--- config.mk ---
export PLATFORM = sky130hd
export DESIGN_NAME = debug_frame_serializer
export DESIGN_NICKNAME = d
export VERILOG_FILES = /design/src/rtl/debug_frame_serializer.sv
export SDC_FILE = /design/constraint.sdc
export NUM_CORES = 1
export LEC_CHECK = 0
export CORE_MARGIN = 3
export CORE_UTILIZATION = 40
export CTS_CLUSTER_DIAMETER = 200
export DETAILED_ROUTE_END_ITERATION = 8
export GPL_TIMING_DRIVEN = 0
export HOLD_SLACK_MARGIN = 0.03
export PLACE_DENSITY = 0.63
export SETUP_SLACK_MARGIN = 0.02
export SLEW_MARGIN = 5
export SYNTH_ARGS = -nofsm -noshare
export SYNTH_HDL_FRONTEND = slang
export SYNTH_SLANG_ARGS = --single-unit
--- constraint.sdc ---
create_clock -name i_clock -period 5.5 [get_ports i_clock]
set_input_delay 0.825 -clock i_clock [delete_from_list [all_inputs] [get_ports i_clock]]
set_output_delay 0.825 -clock i_clock [all_outputs]
set_load 0.03 [all_outputs]
--- src/rtl/debug_frame_serializer.sv ---
// ============================================================================
// debug_frame_serializer
//
// Purpose:
//   Accepts wide debug frames from a debug controller, buffers them in a
//   small FIFO and hands them byte by byte (MSB first) to a UART transmitter
//   using a start/done handshake. Frames arriving while the FIFO is full are
//   dropped and recorded in a sticky overflow flag.
//
// Parameters:
//   NB_CONTROL_FRAME  width of each incoming frame (nonzero multiple of NB_BYTE)
//   NB_BYTE           width of each byte handed to the transmitter
//   LOG2_DEPTH        frame FIFO holds 2**LOG2_DEPTH frames
//
// Ports:
//   i_clock        single clock, all state changes on the rising edge
//   i_reset        synchronous, active-high reset
//   i_frame        frame from the controller
//   i_frame_valid  one frame per high cycle, no backpressure
//   i_tx_done      one-cycle pulse: current byte fully sent
//   o_tx_data      byte being transmitted
//   o_tx_start     one-cycle pulse requesting transmission of o_tx_data
//   o_busy         high while any frame is queued or being transmitted
//   o_overflow     sticky: at least one frame was dropped
// ============================================================================
module debug_frame_serializer #(
    parameter int NB_CONTROL_FRAME = 32,
    parameter int NB_BYTE          = 8,
    parameter int LOG2_DEPTH       = 4
) (
    input  logic                        i_clock,
    input  logic                        i_reset,
    input  logic [NB_CONTROL_FRAME-1:0] i_frame,
    input  logic                        i_frame_valid,
    input  logic                        i_tx_done,
    output logic [NB_BYTE-1:0]          o_tx_data,
    output logic                        o_tx_start,
    output logic                        o_busy,
    output logic                        o_overflow
);

    localparam int DEPTH    = 2 ** LOG2_DEPTH;
    localparam int NB_BYTES = NB_CONTROL_FRAME / NB_BYTE;
    localparam int NB_INDEX = (NB_BYTES > 1) ? $clog2(NB_BYTES) : 1;

    localparam logic [NB_INDEX-1:0]   LAST_INDEX = NB_INDEX'(NB_BYTES - 1);
    localparam logic [NB_INDEX-1:0]   INDEX_ONE  = NB_INDEX'(1);
    localparam logic [LOG2_DEPTH:0]   FULL_COUNT = (LOG2_DEPTH + 1)'(DEPTH);
    localparam logic [LOG2_DEPTH:0]   COUNT_ONE  = (LOG2_DEPTH + 1)'(1);
    localparam logic [LOG2_DEPTH-1:0] PTR_ONE    = LOG2_DEPTH'(1);

    // A frame that is not a whole number of bytes cannot be serialized.
    if ((NB_CONTROL_FRAME % NB_BYTE) != 0 || NB_CONTROL_FRAME < NB_BYTE) begin : g_bad_frame_width
        $error("debug_frame_serializer: NB_CONTROL_FRAME must be a nonzero multiple of NB_BYTE");
    end

    typedef enum logic [1:0] {
        ST_IDLE,
        ST_LOAD,
        ST_SEND,
        ST_WAIT
    } state_t;

    state_t                      state;

    logic [NB_CONTROL_FRAME-1:0] fifo_mem [DEPTH];
    logic [LOG2_DEPTH-1:0]       wr_ptr;
    logic [LOG2_DEPTH-1:0]       rd_ptr;
    logic [LOG2_DEPTH:0]         count;

    logic                        fifo_full;
    logic                        fifo_empty;
    logic                        push;
    logic                        pop;
    logic [NB_CONTROL_FRAME-1:0] fifo_head;

    logic [NB_CONTROL_FRAME-1:0] shift_reg;
    logic [NB_CONTROL_FRAME-1:0] shift_next;
    logic [NB_INDEX-1:0]         byte_index;

    // Full/empty come from the registered occupancy only, so a pop in the
    // same cycle never frees a slot for a push arriving while full.
    assign fifo_full  = (count == FULL_COUNT);
    assign fifo_empty = (count == '0);
    assign push       = i_frame_valid && !fifo_full;
    // LOAD is only ever entered with the FIFO non-empty, so it always pops.
    assign pop        = (state == ST_LOAD);
    assign fifo_head  = fifo_mem[rd_ptr];
    assign shift_next = shift_reg << NB_BYTE;

    assign o_busy     = (state != ST_IDLE) || !fifo_empty;

    // Frame storage. The contents need no reset because the pointers and
    // occupancy define which entries are meaningful.
    always_ff @(posedge i_clock) begin
        if (!i_reset && push) begin
            fifo_mem[wr_ptr] <= i_frame;
        end
    end

    // Pointer and occupancy bookkeeping. Pointers wrap naturally at the
    // FIFO depth; a simultaneous push and pop leaves occupancy unchanged.
    always_ff @(posedge i_clock) begin
        if (i_reset) begin
            wr_ptr <= '0;
            rd_ptr <= '0;
            count  <= '0;
        end else begin
            if (push) begin
                wr_ptr <= wr_ptr + PTR_ONE;
            end
            if (pop) begin
                rd_ptr <= rd_ptr + PTR_ONE;
            end
            case ({push, pop})
                2'b10:   count <= count + COUNT_ONE;
                2'b01:   count <= count - COUNT_ONE;
                default: count <= count;
            endcase
        end
    end

    // Sticky drop indicator: any frame offered while the FIFO is full is
    // lost, even if the serializer pops in that same cycle.
    always_ff @(posedge i_clock) begin
        if (i_reset) begin
            o_overflow <= 1'b0;
        end else if (i_frame_valid && fifo_full) begin
            o_overflow <= 1'b1;
        end
    end

    // Serializer FSM. The outputs are registered: o_tx_start and o_tx_data
    // are prepared on the transition into SEND so they are valid during the
    // SEND cycle itself. o_tx_data then holds until the next byte is
    // prepared, which keeps it stable through WAIT. Done pulses are only
    // looked at in WAIT, so strays in other states have no effect.
    always_ff @(posedge i_clock) begin
        if (i_reset) begin
            state      <= ST_IDLE;
            shift_reg  <= '0;
            byte_index <= '0;
            o_tx_data  <= '0;
            o_tx_start <= 1'b0;
        end else begin
            o_tx_start <= 1'b0;
            case (state)
                ST_IDLE: begin
                    if (!fifo_empty) begin
                        state <= ST_LOAD;
                    end
                end
                ST_LOAD: begin
                    shift_reg  <= fifo_head;
                    byte_index <= '0;
                    o_tx_data  <= fifo_head[NB_CONTROL_FRAME-1 -: NB_BYTE];
                    o_tx_start <= 1'b1;
                    state      <= ST_SEND;
                end
                ST_SEND: begin
                    state <= ST_WAIT;
                end
                ST_WAIT: begin
                    if (i_tx_done) begin
                        if (byte_index == LAST_INDEX) begin
                            state <= fifo_empty ? ST_IDLE : ST_LOAD;
                        end else begin
                            shift_reg  <= shift_next;
                            byte_index <= byte_index + INDEX_ONE;
                            o_tx_data  <= shift_next[NB_CONTROL_FRAME-1 -: NB_BYTE];
                            o_tx_start <= 1'b1;
                            state      <= ST_SEND;
                        end
                    end
                end
                default: begin
                    state <= ST_IDLE;
                end
            endcase
        end
    end

endmodule

==> metrics.txt, run 1 <==
clock skew=0.0226 ns; number of global-route vias before repair=about 11,000; synthesized area divided by synthesized cell count=around 20 µm²; post-route worst hold slack=0.470 ns; Gates resized, CTS repair=0; Yosys cell types=43; Final min period=3.73 ns; maximum clock path buffer count=3; family of cells with the greatest summed delay on the critical path=buffers and inverters; total congestion overflow=0; kind of critical path=flop to flop; Worst Hold Launch=shift_reg[19]$_SDFFE_PP0P_; Row Count=85; worst slew margin relative to its limit=0.287; global-route wire length before repair=74.7 mm; vias per cell=5.62; fillcell total=approximately 4,400; gp weighted congestion=between 0.8 and 0.9; arrival time worst endpoint=4.22 ns; clock tree from TritonCTS=done; mapped cell area=21,900 µm²; detail-routed net length per standard cell=25.8 µm; critical path launch point type=flop; total negative setup slack=0 ns; FMAX=268 MHz; All-Layer GR Usage=0.180; Tot Pwr=10.6 mW; worst IR drop on VDD=between 0.2 and 0.25 mV; clock latency of the later-clocked register in the worst-skew pair=0.62 ns; register clock-pin slew on the reported worst setup and hold paths=about 0.060 ns; Worst-Margin Slew=1.07 ns; Leakage=just under 8 nW; Hold WC Path Type=flop to flop; unrepaired setup endpoints after global routing=false; placed wire-length estimate=around 33 mm; clock buffers created by TritonCTS=58; drt pass-1 iters=5; outcome=completed; Worst Path Max Fanout=10; number of clock sinks=567; layout cells sized above 1=0.243; Power Density=414 nW/µm²; reg-to-reg critical path startpoint=state[0]$_SDFFE_PP0P_; Final Worst Setup Slack=1.77 ns; Antenna Violating Nets Remaining=0; Synth-to-Final Area Change=16.9%; Horiz. Die Dim=240 µm; Buffers & Inverters on Critical Path=4; Crit-path slowest cell=sky130_fd_sc_hd__clkbuf_1; max FFs per register=512; async set or reset register ratio after synthesis=0; Final setup violation count=0; most prevalent standard cell on the critical path=sky130_fd_sc_hd__clkbuf_1; Post-synth EDFFs=512; count of hold buffers inserted by post-cts repair=0; floorplan die height=roughly 240 µm; max_cap viols=0; cells traversed along the worst timing path=nand2b_1 -> inv_1 -> clkbuf_1 -> clkbuf_1 -> ha_1 -> clkbuf_1 -> xor2_1 -> ha_1 -> o211ai_1 -> o211ai_2 -> mux2i_1 -> mux2_1; area of combinational cells with multiple inputs=between 5000 and 6000 µm²; portion of the clock cycle consumed by the worst path in the final layout=0.678; Routed WL=51.0 mm; core area=53,900 µm²; worst path required time=6.00 ns; maximum single-stage delay on the critical path=0.57 ns; total number of vias=between 10,000 and 15,000; number of buffers inserted to repair setup after CTS=0; number of antenna violations at the first check in global routing=2; DRC violation total after the first TritonRoute iteration=approximately 1,200; origin of the worst setup path=state[0]$_SDFFE_PP0P_; die outline area=57,500 µm²; Starting Density=0.406; pre-CTS worst setup slack=1.53 ns; Synthesized Nets=between 1,000 and 1,500; Sequential cell area=16,500 µm²; H-tree lvl count=2; flop and latch count out of synthesis=around 570; pin count of the biggest net entering global routing=22; clock root buffer=sky130_fd_sc_hd__clkbuf_16; sequential-to-total area share from yosys stat=0.753; number of hold-slack violations in the final timing report=0; count of yosys warnings during synthesis=0; number of primary I/O pins=47; Gate Count Post-Synth=1,097; DRC violations left=0; capturing element type of the critical path=flop; count of input and output buffers=45; # nets final=1,277; commonest register cell after synthesis=sky130_fd_sc_hd__edfxtp_1; Final Max Tran Viols=0
## worst reg2reg max path: stages, from the launching register on
cell and delay (ns):
sky130_fd_sc_hd__dfxtp_1 0.48, sky130_fd_sc_hd__nand2b_1 0.19, sky130_fd_sc_hd__inv_1 0.16, sky130_fd_sc_hd__clkbuf_1 0.34
sky130_fd_sc_hd__clkbuf_1 0.57, sky130_fd_sc_hd__ha_1 0.30, sky130_fd_sc_hd__clkbuf_1 0.33, sky130_fd_sc_hd__xor2_1 0.12
sky130_fd_sc_hd__ha_1 0.23, sky130_fd_sc_hd__o211ai_1 0.22, sky130_fd_sc_hd__o211ai_2 0.14, sky130_fd_sc_hd__mux2i_1 0.19
sky130_fd_sc_hd__mux2_1 0.33
## final timing paths
path / end / slack [ns] / depth (start not counted)
max: count[4]$_SDFFE_PP0P_ / 1.77 / 12
min: shift_reg[19]$_SDFFE_PP0P_ / 0.47 / 2
max reg2reg: count[4]$_SDFFE_PP0P_ / 1.77 / 12
min reg2reg: shift_reg[19]$_SDFFE_PP0P_ / 0.47 / 2
## stage by stage
| stage | instance area (µm²) | instances | util |
|---|---|---|---|
| 2_1_floorplan | 21900 | 1097 | - |
| 3_3_place_gp | 23200 | 1838 | 0.430 |
| 3_5_place_dp | 23800 | 1868 | 0.441 |
| 4_1_cts | 25600 | 1974 | 0.474 |
| 5_1_grt | 25600 | 1974 | 0.474 |
| 6_report | 25600 | 1975 | 0.474 |
## cell usage in the layout, fill, tap and decap left out, types with 4 or more instances in the layout
cell type / synthesis / final
sky130_fd_sc_hd__a21oi_1: 21 / 21
sky130_fd_sc_hd__a221oi_1: 21 / 21
sky130_fd_sc_hd__a22oi_1: 15 / 15
sky130_fd_sc_hd__buf_1: 6 / 6
sky130_fd_sc_hd__buf_12: 2 / 9
sky130_fd_sc_hd__buf_16: 0 / 7
sky130_fd_sc_hd__buf_2: 16 / 16
sky130_fd_sc_hd__buf_4: 3 / 13
sky130_fd_sc_hd__buf_6: 10 / 16
sky130_fd_sc_hd__clkbuf_1: 28 / 50
sky130_fd_sc_hd__clkbuf_16: 0 / 59
sky130_fd_sc_hd__clkdlybuf4s50_1: 0 / 45
sky130_fd_sc_hd__clkinv_1: 0 / 8
sky130_fd_sc_hd__clkinv_2: 0 / 7
sky130_fd_sc_hd__dfxtp_1: 55 / 55
sky130_fd_sc_hd__edfxtp_1: 512 / 512
sky130_fd_sc_hd__ha_1: 9 / 9
sky130_fd_sc_hd__inv_1: 7 / 7
sky130_fd_sc_hd__mux2_2: 22 / 22
sky130_fd_sc_hd__mux2i_1: 24 / 24
sky130_fd_sc_hd__mux4_2: 130 / 130
sky130_fd_sc_hd__nand2_1: 63 / 63
sky130_fd_sc_hd__nand2b_1: 5 / 5
sky130_fd_sc_hd__nor2_1: 50 / 38
sky130_fd_sc_hd__nor2_4: 0 / 12
sky130_fd_sc_hd__nor2b_1: 6 / 6
sky130_fd_sc_hd__nor3_1: 10 / 6
sky130_fd_sc_hd__nor3_2: 0 / 4
sky130_fd_sc_hd__o21ai_0: 24 / 24
sky130_fd_sc_hd__o21ai_1: 22 / 22
sky130_fd_sc_hd__xor2_1: 8 / 8
## synthesized netlist by cell type, drive strengths merged (2+ instances only)
| master | n | area, µm² |
|---|---|---|
| a221oi | 22 | 199 |
| o21ai | 46 | 230 |
| nor4 | 3 | 25.0 |
| a31oi | 3 | 18.8 |
| nand3 | 3 | 15.0 |
| a21oi | 21 | 105 |
| nor2 | 50 | 188 |
| xor2 | 8 | 70.1 |
| nand2b | 5 | 31.3 |
| inv | 7 | 26.3 |
| nand4 | 2 | 12.5 |
| a21boi | 2 | 15.0 |
| nor3 | 10 | 50.1 |
| mux2i | 24 | 240 |
| a22oi | 15 | 113 |
| buf | 37 | 278 |
| mux4 | 130 | 2930 |
| xnor2 | 3 | 26.3 |
| o211ai | 2 | 20.0 |
| dfxtp | 55 | 1100 |
| ha | 9 | 113 |
| nor2b | 6 | 37.5 |
| edfxtp | 512 | 15400 |
| clkbuf | 28 | 105 |
| mux2 | 23 | 259 |
| nand2 | 63 | 236 |
## power breakdown
group          switching (mW)  total (mW)  leakage, nW  internal [mW]
sequential             0.0847        4.91         5.06           4.83
clock                    1.59        3.73        0.870           2.14
combinational            1.03        1.94         1.92          0.912
## metal layers
metal / vias up / wire length [µm] / GRT usage
met5: - / 20 / 0
met2: 395 / 24200 / 0.284
met3: 66 / 4010 / 0.0364
met4: 2 / 821 / 0.0430
met1: 5894 / 21900 / 0.260
li1: 4739 / - / -
## kinds of logic (layout without fill, tap and decap cells)
logic type / after synthesis / after routing / share of synthesized area
other cells: 0 / 1 / 0
xor+xnor: 11 / 11 / 0.00440
buf+inv: 72 / 253 / 0.0187
simple gates: 146 / 146 / 0.0288
compound gates: 115 / 115 / 0.0335
mux: 177 / 177 / 0.157
fa+ha+maj: 9 / 9 / 0.00515
flops: 567 / 567 / 0.753
## final cells by class
class                           instances  area share
Antenna cell                            1   0.0000978
Buffer                                 65      0.0150
Clock buffer                           83      0.0620
Clock inverter                         23     0.00802
Inverter                                7     0.00103
Multi-Input combinational cell        458       0.200
Sequential cell                       567       0.644
Tap cell                              696      0.0340
Timing Repair Buffer                   75      0.0362
Power figures use the tool's default switching activity.
==> run 2, diff against run 1 <==
- PLACE_DENSITY: 0.63 -> 0.65
- clock period: 5.5 -> 3.2 ns (I/O delays scaled with it)
==> run 2 against run 1 <==
Final cell count is 0.30% higher. Wire length is 0.11% lower. Critical endpoint unchanged. Sequential cell count stayed put. Fmax is 26% higher. Non-clock buffer count is 6 higher. Combinational power is 75% higher. Register-to-register slack worse by 1.5 ns. Utilization is 0.47 points higher. First-iteration DRC count is 2.2% higher. Clock skew is 0.010 ns lower. Critical path type unchanged. Global-route usage is 0.076 points higher. Power is 73% higher.
==> metrics.txt, run 2 (synthesized netlist as in run 1, its figures left out) <==
register clock-pin slew on the reported worst setup and hold paths=approximately 0.060 ns; arrival time worst endpoint=3.42 ns; Final min period=2.95 ns; number of global-route vias before repair=11,535; Routed WL=~51 mm; number of hold-slack violations in the final timing report=0; Buffers & Inverters on Critical Path=4; portion of the clock cycle consumed by the worst path in the final layout=0.922; Tot Pwr=about 18 mW; Synth-to-Final Area Change=18.1%; count of input and output buffers=45; pin count of the biggest net entering global routing=24; # nets final=1,282; end of the worst register-to-register path=count[4]$_SDFFE_PP0P_; capturing element type of the critical path=flop; worst path required time=3.67 ns; max FFs per register=512; Crit-path slowest cell=sky130_fd_sc_hd__dfxtp_2; FMAX=approximately 340 MHz; vias per cell=5.61; layout cells sized above 1=0.256; worst hold path stage count=3; Final setup violation count=0; Antenna Violating Nets Remaining=0; clock skew=0.0126 ns; count of hold buffers inserted by post-cts repair=0; drt pass-1 iters=7; reg-to-reg critical path startpoint=state[1]$_SDFFE_PP0P_; family of cells with the greatest summed delay on the critical path=buffers and inverters; Hold WC Path Type=input port to flop; floorplan die height=240 µm; r2r setup slk=0.25 ns; most frequent cells in the layout=sky130_fd_sc_hd__edfxtp_1, sky130_fd_sc_hd__mux4_2, sky130_fd_sc_hd__nand2_1; Leakage=7.94 nW; outcome=completed; Worst-Margin Slew=1.04 ns; DRC violation total after the first TritonRoute iteration=1,201; total congestion overflow=0; leading cell type in the layout, fill and taps excluded=sky130_fd_sc_hd__edfxtp_1; gp weighted congestion=0.799; clock buffers created by TritonCTS=57; maximum single-stage delay on the critical path=0.40 ns; cells traversed along the worst timing path=nand2b_1 -> inv_1 -> clkbuf_2 -> buf_4 -> ha_1 -> clkbuf_2 -> xor2_1 -> ha_1 -> o211ai_1 -> o211ai_2 -> mux2i_1 -> mux2_1; number of primary I/O pins=47; unrepaired setup endpoints after global routing=false; placed cell areas=23,900 µm²; Min-Delay Endpoint=count[4]$_SDFFE_PP0P_; clock latency of the later-clocked register in the worst-skew pair=0.59 ns; Row Count=85; max_cap viols=0; clock tree from TritonCTS=done; kind of critical path=flop to flop; worst IR drop on VDD=about 0.41 mV; worst reg2reg path depth=12; core area=roughly 54,000 µm²; placed wire-length estimate=roughly 33 mm; pre-CTS worst setup slack=-0.541 ns; Layout Cell Area excl Fill=~26,000 µm²; die outline area=roughly 58,000 µm²; DRC violations left=0; post-route worst hold slack=between 0.4 and 0.5 ns; H-tree lvl count=2; Horiz. Die Dim=240 µm; total number of vias=11,110; clock root buffer=sky130_fd_sc_hd__clkbuf_16; Final Max Tran Viols=0; number of clock sinks=567; Worst Path Max Fanout=10; critical path launch point type=flop; detail-routed net length per standard cell=25.7 µm; number of antenna violations at the first check in global routing=2; maximum clock path buffer count=3; global-route wire length before repair=~75 mm; Starting Density=0.406; All-Layer GR Usage=0.180; Power Density=~710 nW/µm²; Final Worst Setup Slack=0.251 ns; Worst Hold Launch=i_reset; worst slew margin relative to its limit=0.307
[run 2: cell types whose count changed in the layout (fill, tap and decap cells not counted), sizes merged]
cell / change
buf: +7
bufinv: +1
clkbuf: +1
clkinv: -1
clkinvlp: -1
diode: +1
inv: -2
[run 2: worst max-delay path by stage]
stage	endpoint	slack, ns	cells after the start	start
2_1_floorplan	fifo_mem[12][0]$_DFFE_PP_	0.04	7	count[2]$_SDFFE_PP0P_
3_3_place_gp	fifo_mem[15][9]$_DFFE_PP_	-2.60	6	i_frame_valid
3_5_place_dp	fifo_mem[1][13]$_DFFE_PP_	-0.54	8	i_frame_valid
4_1_cts	fifo_mem[2][11]$_DFFE_PP_	0.03	8	count[1]$_SDFFE_PP0P_
5_1_grt	count[4]$_SDFFE_PP0P_	0.05	12	state[1]$_SDFFE_PP0P_
6_report	count[4]$_SDFFE_PP0P_	0.25	12	state[1]$_SDFFE_PP0P_
[run 2: cell type report]
type,instances,area (µm²)
diodes,2,5.00
multi-input cells,458,5140
inverters,7,26.3
repair buffers,81,1110
plain buffers,65,389
clock inverters,20,196
fillers,4349,28100
well taps,696,871
flip-flops and latches,567,16500
clock buffers,85,1630
[run 2: metrics by stage]
stage,cells,TNS [ns],util
finish,1981,0,0.479
floorplan,1097,0,-
global placement,1838,-1236.33,0.431
global route,1980,0,0.479
CTS,1975,0,0.478
detailed placement,1865,-103.52,0.443
[run 2: timing repair]
item | in CTS | in global routing
setup endpoints to repair | 19 | 196
pin swaps | 2 | 2
setup buffers | 5 | 4
resized for setup | 4 | 4
[run 2: per-layer routing]
metal / GRT usage / vias to the layer above / share of wire
li1: - / 4753 / -
met5: 0 / - / 0
met2: 0.286 / 446 / 0.48
met1: 0.251 / 5814 / 0.41
met3: 0.0447 / 97 / 0.084
met4: 0.0523 / 0 / 0.026
[run 2: worst reg2reg max path: stages (launching register included)]
cell and delay (ns):
sky130_fd_sc_hd__dfxtp_2 0.40, sky130_fd_sc_hd__nand2b_1 0.24, sky130_fd_sc_hd__inv_1 0.14, sky130_fd_sc_hd__clkbuf_2 0.20
sky130_fd_sc_hd__buf_4 0.22, sky130_fd_sc_hd__ha_1 0.21, sky130_fd_sc_hd__clkbuf_2 0.19, sky130_fd_sc_hd__xor2_1 0.17
sky130_fd_sc_hd__ha_1 0.22, sky130_fd_sc_hd__o211ai_1 0.21, sky130_fd_sc_hd__o211ai_2 0.13, sky130_fd_sc_hd__mux2i_1 0.18
sky130_fd_sc_hd__mux2_1 0.33
[run 2: report_power, final]
group	total [mW]	switching (mW)	internal [mW]	leakage, nW
registers	8.45	0.151	8.30	5.06
clock network	6.49	2.66	3.82	0.903
logic	3.39	1.79	1.60	1.98
total	18.3	4.60	13.7	7.94
